$ cat src/rtl/coherence_bus_arbiter.sv
// coherence_bus_arbiter
// Round-robin owner selection for the shared snoop bus / L2 port. A grant is
// held until the bus controller reports completion or the watchdog expires,
// followed by one bubble cycle before the next arbitration.
module coherence_bus_arbiter #(
  parameter int CPUS          = 4,
  parameter int CPU_ID_LENGTH = $clog2(CPUS),
  parameter int MAX_HOLD      = 64
) (
  input  logic                              CLK,
  input  logic                              nRST,
  input  logic [CPUS-1:0]                   req,
  input  logic                              bus_done,
  output logic                              grant_valid,
  output logic [CPU_ID_LENGTH-1:0]          grant_id,
  output logic [CPUS-1:0]                   grant_onehot,
  output logic                              timeout,
  output logic [$clog2(MAX_HOLD+1)-1:0]     hold_cnt
);

  localparam int HOLD_W = $clog2(MAX_HOLD + 1);

  typedef enum logic [1:0] {
    ARB_IDLE,
    ARB_GRANT,
    ARB_RELEASE
  } arb_state_t;

  arb_state_t                 state;
  arb_state_t                 state_next;

  logic [CPU_ID_LENGTH-1:0]   last_granted;
  logic [CPU_ID_LENGTH-1:0]   last_granted_next;

  logic                       any_req;
  logic [CPU_ID_LENGTH-1:0]   winner;
  logic                       expiry;

  logic                       grant_valid_next;
  logic [CPU_ID_LENGTH-1:0]   grant_id_next;
  logic [CPUS-1:0]            grant_onehot_next;
  logic                       timeout_next;
  logic [HOLD_W-1:0]          hold_cnt_next;

  assign any_req = |req;
  assign expiry  = (hold_cnt == HOLD_W'(MAX_HOLD - 1));

  // Rotating-priority search: first requester after the last owner, wrapping
  always_comb begin
    logic                     found;
    logic [CPU_ID_LENGTH-1:0] idx;
    found  = 1'b0;
    winner = '0;
    idx    = '0;
    for (int i = 1; i <= CPUS; i++) begin
      idx = CPU_ID_LENGTH'((int'(last_granted) + i) % CPUS);
      if (!found && req[idx]) begin
        found  = 1'b1;
        winner = idx;
      end
    end
  end

  // State register
  always_ff @(posedge CLK or negedge nRST) begin
    if (!nRST) begin
      state <= ARB_IDLE;
    end else begin
      state <= state_next;
    end
  end

  // Next-state selection: completion or watchdog ends a grant, release lasts one cycle
  always_comb begin
    state_next = state;
    case (state)
      ARB_IDLE:    if (any_req) state_next = ARB_GRANT;
      ARB_GRANT:   if (bus_done || expiry) state_next = ARB_RELEASE;
      ARB_RELEASE: state_next = ARB_IDLE;
      default:     state_next = ARB_IDLE;
    endcase
  end

  // Next values for the registered outputs and the priority pointer
  always_comb begin
    grant_valid_next  = grant_valid;
    grant_id_next     = grant_id;
    grant_onehot_next = grant_onehot;
    timeout_next      = 1'b0;
    hold_cnt_next     = hold_cnt;
    last_granted_next = last_granted;
    case (state)
      ARB_IDLE: begin
        hold_cnt_next = '0;
        if (any_req) begin
          grant_valid_next  = 1'b1;
          grant_id_next     = winner;
          grant_onehot_next = CPUS'(1) << winner;
        end else begin
          grant_valid_next  = 1'b0;
          grant_onehot_next = '0;
        end
      end
      ARB_GRANT: begin
        hold_cnt_next = (hold_cnt == HOLD_W'(MAX_HOLD)) ? hold_cnt : hold_cnt + HOLD_W'(1);
        if (bus_done) begin
          grant_valid_next  = 1'b0;
          grant_onehot_next = '0;
          last_granted_next = grant_id;
        end else if (expiry) begin
          grant_valid_next  = 1'b0;
          grant_onehot_next = '0;
          last_granted_next = grant_id;
          timeout_next      = 1'b1;
        end
      end
      ARB_RELEASE: begin
        grant_valid_next  = 1'b0;
        grant_onehot_next = '0;
        hold_cnt_next     = '0;
      end
      default: begin
        grant_valid_next  = 1'b0;
        grant_onehot_next = '0;
        hold_cnt_next     = '0;
      end
    endcase
  end

  // Output and priority-pointer registers; the first search after reset starts at id 0
  always_ff @(posedge CLK or negedge nRST) begin
    if (!nRST) begin
      grant_valid  <= 1'b0;
      grant_id     <= '0;
      grant_onehot <= '0;
      timeout      <= 1'b0;
      hold_cnt     <= '0;
      last_granted <= CPU_ID_LENGTH'(CPUS - 1);
    end else begin
      grant_valid  <= grant_valid_next;
      grant_id     <= grant_id_next;
      grant_onehot <= grant_onehot_next;
      timeout      <= timeout_next;
      hold_cnt     <= hold_cnt_next;
      last_granted <= last_granted_next;
    end
  end

endmodule

$ cat config.mk
export PLATFORM = sky130hd
export DESIGN_NAME = coherence_bus_arbiter
export DESIGN_NICKNAME = d
export VERILOG_FILES = /design/src/rtl/coherence_bus_arbiter.sv
export SDC_FILE = /design/constraint.sdc
export NUM_CORES = 1
export LEC_CHECK = 0
export ABC_CLOCK_PERIOD_IN_PS = 2500
export CORE_MARGIN = 3
export CORE_UTILIZATION = 45
export CTS_BUF_LIST = sky130_fd_sc_hd__clkbuf_2 sky130_fd_sc_hd__clkbuf_4 sky130_fd_sc_hd__clkbuf_8
export DETAILED_ROUTE_END_ITERATION = 10
export PLACE_DENSITY = 0.85
export SKIP_CTS_REPAIR_TIMING = 1
export SYNTH_ARGS = -nofsm -noshare
export SYNTH_HDL_FRONTEND = slang
export SYNTH_SLANG_ARGS = --single-unit
$ cat constraint.sdc
create_clock -name CLK -period 2.5 [get_ports CLK]
set_clock_uncertainty 0.05 [all_clocks]
set_input_delay 0.5 -clock CLK [delete_from_list [all_inputs] [get_ports CLK]]
set_output_delay 0.5 -clock CLK [all_outputs]
set_load 0.01 [all_outputs]
== Word-level counts from Yosys, hierarchy flattened ==
Index checks and enable logic that the tools add are counted.
Cells by class
  reductions and logical operators: 13
  eq/ne operators: 7
  shift-type cells: 1
  add/subtract/negate cells: 5
  multiplexer cells: 33
  magnitude comparators: 4
Operators by type and width (number)
  2-to-1 mux 2 bit: 8
  2-to-1 mux 7 bit: 2
  2-to-1 mux 1 bit: 13
  less-than comparator 2 x 3 -> 1 bit (second input constant): 4
  2-to-1 mux 4 bit: 3
  binary-select mux 1 bit (select 2 bit): 4
  one-hot mux 4 bit (2 select lines): 1
  adder 7 x 1 -> 7 bit (second input constant): 1
  equality test 7 x 6 -> 1 bit (second input constant): 1
  equality test 7 bit (second input constant): 1
  inequality test 2 bit (second input constant): 3
  AND reduction 2 bit: 3
  adder 2 x 1 -> 2 bit (second input constant): 2
  adder 2 bit (second input constant): 2
  one-hot mux 2 bit (2 select lines): 1
  OR reduction 4 bit: 1
  << shifter 1 x 2 -> 4 bit (first input constant): 1
  logical AND 1 bit: 3
  zero test 1 bit: 3
  inequality test 3 bit (second input constant): 1
  equality test 2 x 1 -> 1 bit (second input constant): 1
  zero test 2 bit: 1
  one-hot mux 1 bit (2 select lines): 1
  nonzero test 2 bit: 1
  logical OR 1 bit: 1
Storage, ports and cells
  output and inout port bits: 15
  logic and storage cells: 70
  input bits: 7
  flip-flop bits (word level): 19

== Longest topological paths before layout ==
Gate-level depths: netlist (run 1).
  depth after elaboration: 16
  gate-level depth with buffers: 5
  gate-level depth less buffers: 5

== Least setup slack after synthesis (run 1) ==
No wires, ideal clock.
  kind: register -> register
  from: register hold_cnt[0]
  to: register last_granted[0]
  stages on the path, launching flop included: 6
  path slack: 747 ps
  data required time: 2368 ps
  arrival: 1621 ps
  setup time: 82 ps
  clock period less this slack: 1753 ps
  buffers on the path: 0
  cells stage by stage: dfrtp_1 ha_1 nand2_2 or3_4 a21oi_4 mux2_4
Between the ends
  word-level cells in the longest chain between the ends: 3
RTL lines
  from (decl): line 18  | output logic [$clog2(MAX_HOLD+1)-1:0] hold_cnt
  from (signal assigned): line 144  | hold_cnt <= hold_cnt_next;
  equality test 7 x 6 -> 1 bit: line 46  | assign expiry = (hold_cnt == HOLD_W'(MAX_HOLD - 1));
  nonzero test 2 bit (no source line)
  AND reduction 2 bit (no source line)
  to (signal assigned): line 138  | last_granted <= CPU_ID_LENGTH'(CPUS - 1);
  to (signal assigned): line 145  | last_granted <= last_granted_next;
  to (decl): line 32  | logic [CPU_ID_LENGTH-1:0] last_granted;
Every way passes these cells.
A chain may end at the register's enable or synchronous reset.

== Worst setup path after layout (run 1) ==
  from: register hold_cnt[3]
  to: output hold_cnt[3]
No word-level cell between the ends.

==> metrics.md, run 1 <==
| Metric | Value |
|---|---|
| Outcome | complete, no violations |
| Placed insts | 127 |
| Worst setup SP type | flop |
| Via count | 738 |
| Final hold vios | 0 |
| Layout Utilization | 65.57% |
| Die H | 51.21 um |
| RSZ-0062 raised after global routing | no |
| Synth Net Count | 90 |
| Via density | 5.634 |
| First-pass GRT wire length | 3346 um |
| Syn Area/Cell | 11.35 sq um |
| Arrival @ worst endpoint | 1.35 ns |
| Critical path, cell by cell | clkdlybuf4s50_1 |
| DP Area | 1164 sq um |
| All-Layer GR Usage | 17.43% |
| Multi-input logic area | 425.4 sq um |
| CP max-delay cell | clkdlybuf4s50_1 |
| Yosys warning count | 0 |
| CTS max path bufs | 2 |
| Crit-path max cell delay | 0.58 ns |
| Actual slew at the worst max-slew pin | 0.4786 ns |
| Largest net degree at the start of global routing | 20 |
| FMAX | 0.5258 GHz |
| Power Dens Cells | 958.7 nW/um^2 |
| Post-layout nets | 116 |
| Hold depth | 1 |
| Critical path depth | 1 |
| Fill count | 147 |
| Reg2Reg Depth | 5 |
| Post-Layout Cell Count | 131 |
| Die Area | 2622 sq um |
| Number of flops mapped to enable cells by yosys | 0 |
| Clock-pin slew on the worst setup and hold paths | 0.11 ns |
| Reg2Reg Setup Slack | 0.73 ns |
| Skew-Pair Late Insertion Delay | 0.30 ns |
| Residual DRC | 0 |
| Commonest non-fill, non-tap cell in the layout | clkdlybuf4s50_1 |
| Port bufs | 21 |
| Detailed Place HPWL | 1474 um |
| Leak | 0.0005030 uW |
| DRT antenna net count | 0 |
| Max cap viols | 0 |
| Final period util | 76.08% |
| TritonCTS clock tree | done |
| Std cell rows | 15 |
| Hold WS | 0.4481 ns |
| Setup TNS | 0 ns |
| DR iter-0 viols | 19 |
| CP delay by family, top | buffers and inverters |
| Num CTS Buffers | 3 |
| Io pins | 22 |
| Worst path bufs/invs | 1 |
| Worst min-delay path class | reg2reg |
| Fin area | 1194 sq um |
| Ant. Diodes | 0 |
| # setup viols final | 0 |
| Share of layout cells above drive strength 1 | 13.21% |
| Most frequent cells in the layout | clkdlybuf4s50_1 (21), dfrtp_1 (17) |
| Kind of critical path | reg2out |
| Worst Path Required | 1.95 ns |
| Final Critical Period | 1.902 ns |
| Ys async rst share | 100.0% |
| GR Overflow Total | 0 |
| Layout area overhead | 29.80% |
| FF+latch area | 478.0 sq um |
| CTS sink cnt | 19 |
| Post-Syn Instances | 81 |
| Total Wirelength | 1959 um |
| Slew HR | 68.10% |
| First-pass iteration count of the detailed router | 4 |
| Chip Width | 51.21 um |
| CORE AREA | 1821 sq um |
| Mapped Area | 919.6 sq um |
| Yosys reg bits | 19 |
| Worst setup EP type | primary output |
| Sequential share of the synthesized area | 51.97% |
| Number of library cell types mapped by synthesis | 33 |
| WL/cell | 14.95 um |
| Initial antenna violation count | 0 |
| Initial Util | 50.52% |
| Max-slew violations | 0 |
| Maximum VDD drop | 0.0006740 V |
| RD Place Congestion | 0.7964 |
| Vias in the first global route | 740 |
| Clk root buf | clkbuf_4 |
| Crit Path Max Fanout | 6 |
| Most common flop cell mapped by yosys | dfrtp_1 |
| H-tree Lvls | 1 |
-- through the flow --
step / power, uW / setup WS (ns)
global route: 1217 / 0.5347
floorplan: 770.0 / 0.7471
finish: 1144 / 0.5980
CTS: 1153 / 0.5925
detailed placement: 979.8 / 0.3648
global placement: 960.3 / 0.4601
-- cells in the mapped netlist, types with 3 or more instances --
| cell | instances | share of area, % |
|---|---|---|
| nor2_1 | 4 | 1.6 |
| a21oi_1 | 4 | 2.2 |
| inv_1 | 3 | 1.2 |
| nand3_1 | 4 | 2.2 |
| nand2_1 | 4 | 1.6 |
| dfrtp_1 | 17 | 46 |
| nand2b_1 | 4 | 2.7 |
-- power breakdown --
part           switching, uW  leakage, uW  internal, uW  total (uW)
clock                   94.6    0.0000184          73.1         168
sequential              95.7     0.000246           412         508
combinational            218     0.000238           251         469
-- routing by layer --
layer	vias up	GRT usage, %	wire [um]
met5	-	0	0
met4	0	3.587	14
met3	2	6.706	102
met2	24	27.90	957
met1	362	22.39	883
li1	350	-	-
-- final cells by class --
cell class              instances  area share [%]
clock buffers                   4           2.516
flip-flops and latches         19           40.04
repair buffers                 22           18.24
inverters                       3          0.9434
well taps                      25           2.621
multi-input cells              58           35.64
-- registers in the layout, indices dropped and copies added (netlist names) --
name	count
hold_cnt	7
grant_onehot	4
grant_id	2
last_granted	2
state	2
grant_valid	1
timeout	1
-- worst paths after layout --
check	from	to
max in group asynchronous	nRST	last_granted[0]
setup / recovery	hold_cnt[3]	hold_cnt[3]
setup reg to reg	hold_cnt[0]	last_granted[1]
min in group asynchronous	nRST	hold_cnt[6]
hold reg to reg	grant_valid	grant_valid
hold / removal	grant_valid	grant_valid
-- cells by family after synthesis --
| kind of cell | after synthesis | synth area share, % |
|---|---|---|
| compound gates | 19 | 15.38 |
| xor+xnor | 4 | 3.810 |
| fa+ha+maj | 2 | 2.721 |
| buf+inv | 4 | 1.768 |
| flops | 19 | 51.97 |
| mux | 4 | 5.442 |
| simple gates | 29 | 18.91 |
(Power assumes the default switching activity.)
==> run 2: changes to the inputs <==
--- a/config.mk
+++ b/config.mk
@@ -5,7 +5,7 @@
 export SDC_FILE = /design/constraint.sdc
 export NUM_CORES = 1
 export LEC_CHECK = 0
-export ABC_CLOCK_PERIOD_IN_PS = 2500
+export ABC_CLOCK_PERIOD_IN_PS = 1750
 export CORE_MARGIN = 3
 export CORE_UTILIZATION = 45
 export CTS_BUF_LIST = sky130_fd_sc_hd__clkbuf_2 sky130_fd_sc_hd__clkbuf_4 sky130_fd_sc_hd__clkbuf_8
==> constraint.sdc (replaced) <==
create_clock -name CLK -period 1.75 [get_ports CLK]
set_clock_uncertainty 0.05 [all_clocks]
set_input_delay 0.35 -clock CLK [delete_from_list [all_inputs] [get_ports CLK]]
set_output_delay 0.35 -clock CLK [all_outputs]
set_load 0.01 [all_outputs]
==> metrics.md, run 2 (same netlist as run 1, synthesis figures left out) <==
| Metric | Value |
|---|---|
| FMAX | 0.5944 GHz |
| Port bufs | 21 (unchanged) |
| Max-slew violations | 0 (unchanged) |
| Via density | 5.391 (was 5.634) |
| Largest Register | hold_cnt (unchanged) |
| Die Area | 2622 sq um (unchanged) |
| Power Dens Cells | 1329 nW/um^2 (was 958.7 nW/um^2) |
| Io pins | 22 (unchanged) |
| First-pass GRT wire length | 3291 um (was 3346 um) |
| Initial antenna violation count | 0 (unchanged) |
| Detailed Place HPWL | 1493 um (was 1474 um) |
| Reg-to-Reg End | last_granted[0] (was last_granted[1]) |
| Commonest non-fill, non-tap cell in the layout | clkdlybuf4s50_1 (unchanged) |
| Clock-pin slew on the worst setup and hold paths | 0.11 ns (about the same) |
| Initial Util | 50.52% (unchanged) |
| Ant. Diodes | 0 (unchanged) |
| CTS max path bufs | 2 (unchanged) |
| All-Layer GR Usage | 17.01% (was 17.43%) |
| FF-to-FF Start | hold_cnt[0] (unchanged) |
| Arrival @ worst endpoint | 1.28 ns (was 1.35 ns) |
| DRT antenna net count | 0 (unchanged) |
| Reg2Reg Setup Slack | 0.13 ns (was 0.73 ns) |
| Actual slew at the worst max-slew pin | 0.4460 ns (was 0.4786 ns) |
| WL/cell | 14.40 um (was 14.95 um) |
| GR Overflow Total | 0 (unchanged) |
| Worst min-delay path class | in2async (was reg2reg) |
| CP endpoint | hold_cnt[2] (was hold_cnt[3]) |
| CORE AREA | 1821 sq um (unchanged) |
| Residual DRC | 0 (unchanged) |
| RD Place Congestion | 0.7424 (was 0.7964) |
| Vias in the first global route | 714 (was 740) |
| Hold WS | 0.3058 ns (was 0.4481 ns) |
| Chip Width | 51.21 um (unchanged) |
| DR iter-0 viols | 13 (was 19) |
| Leak | 0.0005603 uW (was 0.0005030 uW) |
| Layout area overhead | 36.33% (was 29.80%) |
| Post-Layout Cell Count | 138 (was 131) |
| Via count | 744 (was 738) |
| Share of layout cells above drive strength 1 | 22.12% (was 13.21%) |
| Largest register FFs | 7 (unchanged) |
| Std cell rows | 15 (unchanged) |
| H-tree Lvls | 1 (unchanged) |
| Final period util | 96.13% |
| Post-layout nets | 123 (was 116) |
| Final Critical Period | 1.682 ns |
| RSZ-0062 raised after global routing | no (unchanged) |
| Worst setup EP type | primary output (unchanged) |
| CP max-delay cell | clkdlybuf4s50_1 (unchanged) |
| Crit Path Max Fanout | 6 (unchanged) |
| Layout Utilization | 68.87% (was 65.57%) |
| Top Registers | hold_cnt (7), grant_onehot (4) (unchanged) |
| Die H | 51.21 um (unchanged) |
| Skew-Pair Late Insertion Delay | 0.30 ns (about the same) |
| Slew HR | 70.27% (was 68.10%) |
| # setup viols final | 0 (unchanged) |
| Worst setup startpoint | hold_cnt[2] (was hold_cnt[3]) |
| Max cap viols | 0 (unchanged) |
| Fill count | 133 (was 147) |
| Worst path bufs/invs | 1 (unchanged) |
| Reg2Reg Depth | 5 (unchanged) |
| Worst Path Required | 1.35 ns (was 1.95 ns) |
| Most frequent cells in the layout | clkdlybuf4s50_1 (19), dfrtp_1 (13), buf_4 (8) (was clkdlybuf4s50_1 (21), dfrtp_1 (17)) |
| Worst setup SP type | flop (unchanged) |
| TritonCTS clock tree | done (unchanged) |
| Final hold vios | 0 (unchanged) |
| Placed insts | 134 (was 127) |
| CTS sink cnt | 19 (unchanged) |
| Num CTS Buffers | 3 (unchanged) |
| CP delay by family, top | buffers and inverters (unchanged) |
| Total Wirelength | 1987 um (was 1959 um) |
| Maximum VDD drop | 0.0008698 V (was 0.0006740 V) |
| Largest net degree at the start of global routing | 20 (unchanged) |
| Critical path, cell by cell | clkdlybuf4s50_1 (unchanged) |
| Crit-path max cell delay | 0.55 ns (was 0.58 ns) |
| Critical path depth | 1 (unchanged) |
| First-pass iteration count of the detailed router | 4 (unchanged) |
| Clk root buf | clkbuf_4 (unchanged) |
| Outcome | complete, no violations (unchanged) |
| Kind of critical path | reg2out (unchanged) |
==> run 2: cell count changes in the layout (fill, tap and decap cells not counted) <==
cell             delta
dlymetal6s2s_1      +2
buf_4               +7
clkdlybuf4s50_1     -2
clkinv_2            +1
dfrtp_2             +4
clkbuf_4            -1
dfrtp_1             -4
==> run 2: worst min path at each step <==
| stage | depth (start not counted) | startpoint | endpoint | slack, ns |
|---|---|---|---|---|
| after floorplan | 0 | nRST | grant_id[0] | 0.004 |
| after global placement | 1 | grant_valid | grant_valid | 0.42 |
| after detailed placement | 1 | grant_onehot[0] | grant_onehot[0] | 0.42 |
| after CTS | 2 | nRST | grant_onehot[1] | 0.30 |
| after global routing | 2 | nRST | hold_cnt[6] | 0.33 |
| final | 2 | nRST | hold_cnt[6] | 0.31 |
==> run 2: stage by stage <==
stage               cell area [sq um]  setup WS, ns  total power, uW  setup TNS, ns
global route                     1254       0.01033             1779              0
detailed placement               1217       -0.1211             1447        -0.3699
floorplan                       920.9       0.01699             1102              0
global placement                 1217      -0.07885             1424        -0.1965
finish                           1254       0.06776             1666              0
CTS                              1245      -0.01502             1679       -0.02081
==> run 2: cell type report <==
type | count | area, sq um | share of cell area, %
clock buffer | 3 | 22.52 | 1.796
clock inverter | 1 | 5.005 | 0.3992
inverter | 3 | 11.26 | 0.8982
multi-input combinational | 58 | 425.4 | 33.93
sequential | 19 | 483.0 | 38.52
tap | 25 | 31.28 | 2.495
timing repair buffer | 29 | 275.3 | 21.96
==> run 2: metal layers <==
layer  wire length, um  global-route usage [%]  vias to the layer above
met5                 0                       0                        -
met4                29                   6.726                        0
met3                53                   2.624                        3
met2               953                   25.97                       15
met1               951                   24.11                      370
li1                  -                       -                      356
==> run 2: power breakdown <==
| part | leakage (uW) | internal [uW] | switching, uW | total [uW] |
|---|---|---|---|---|
| logic | 0.000303 | 396 | 341 | 738 |
| clock network | 0.0000177 | 85.3 | 136 | 221 |
| registers | 0.000240 | 591 | 116 | 707 |
| total | 0.000560 | 1070 | 593 | 1670 |
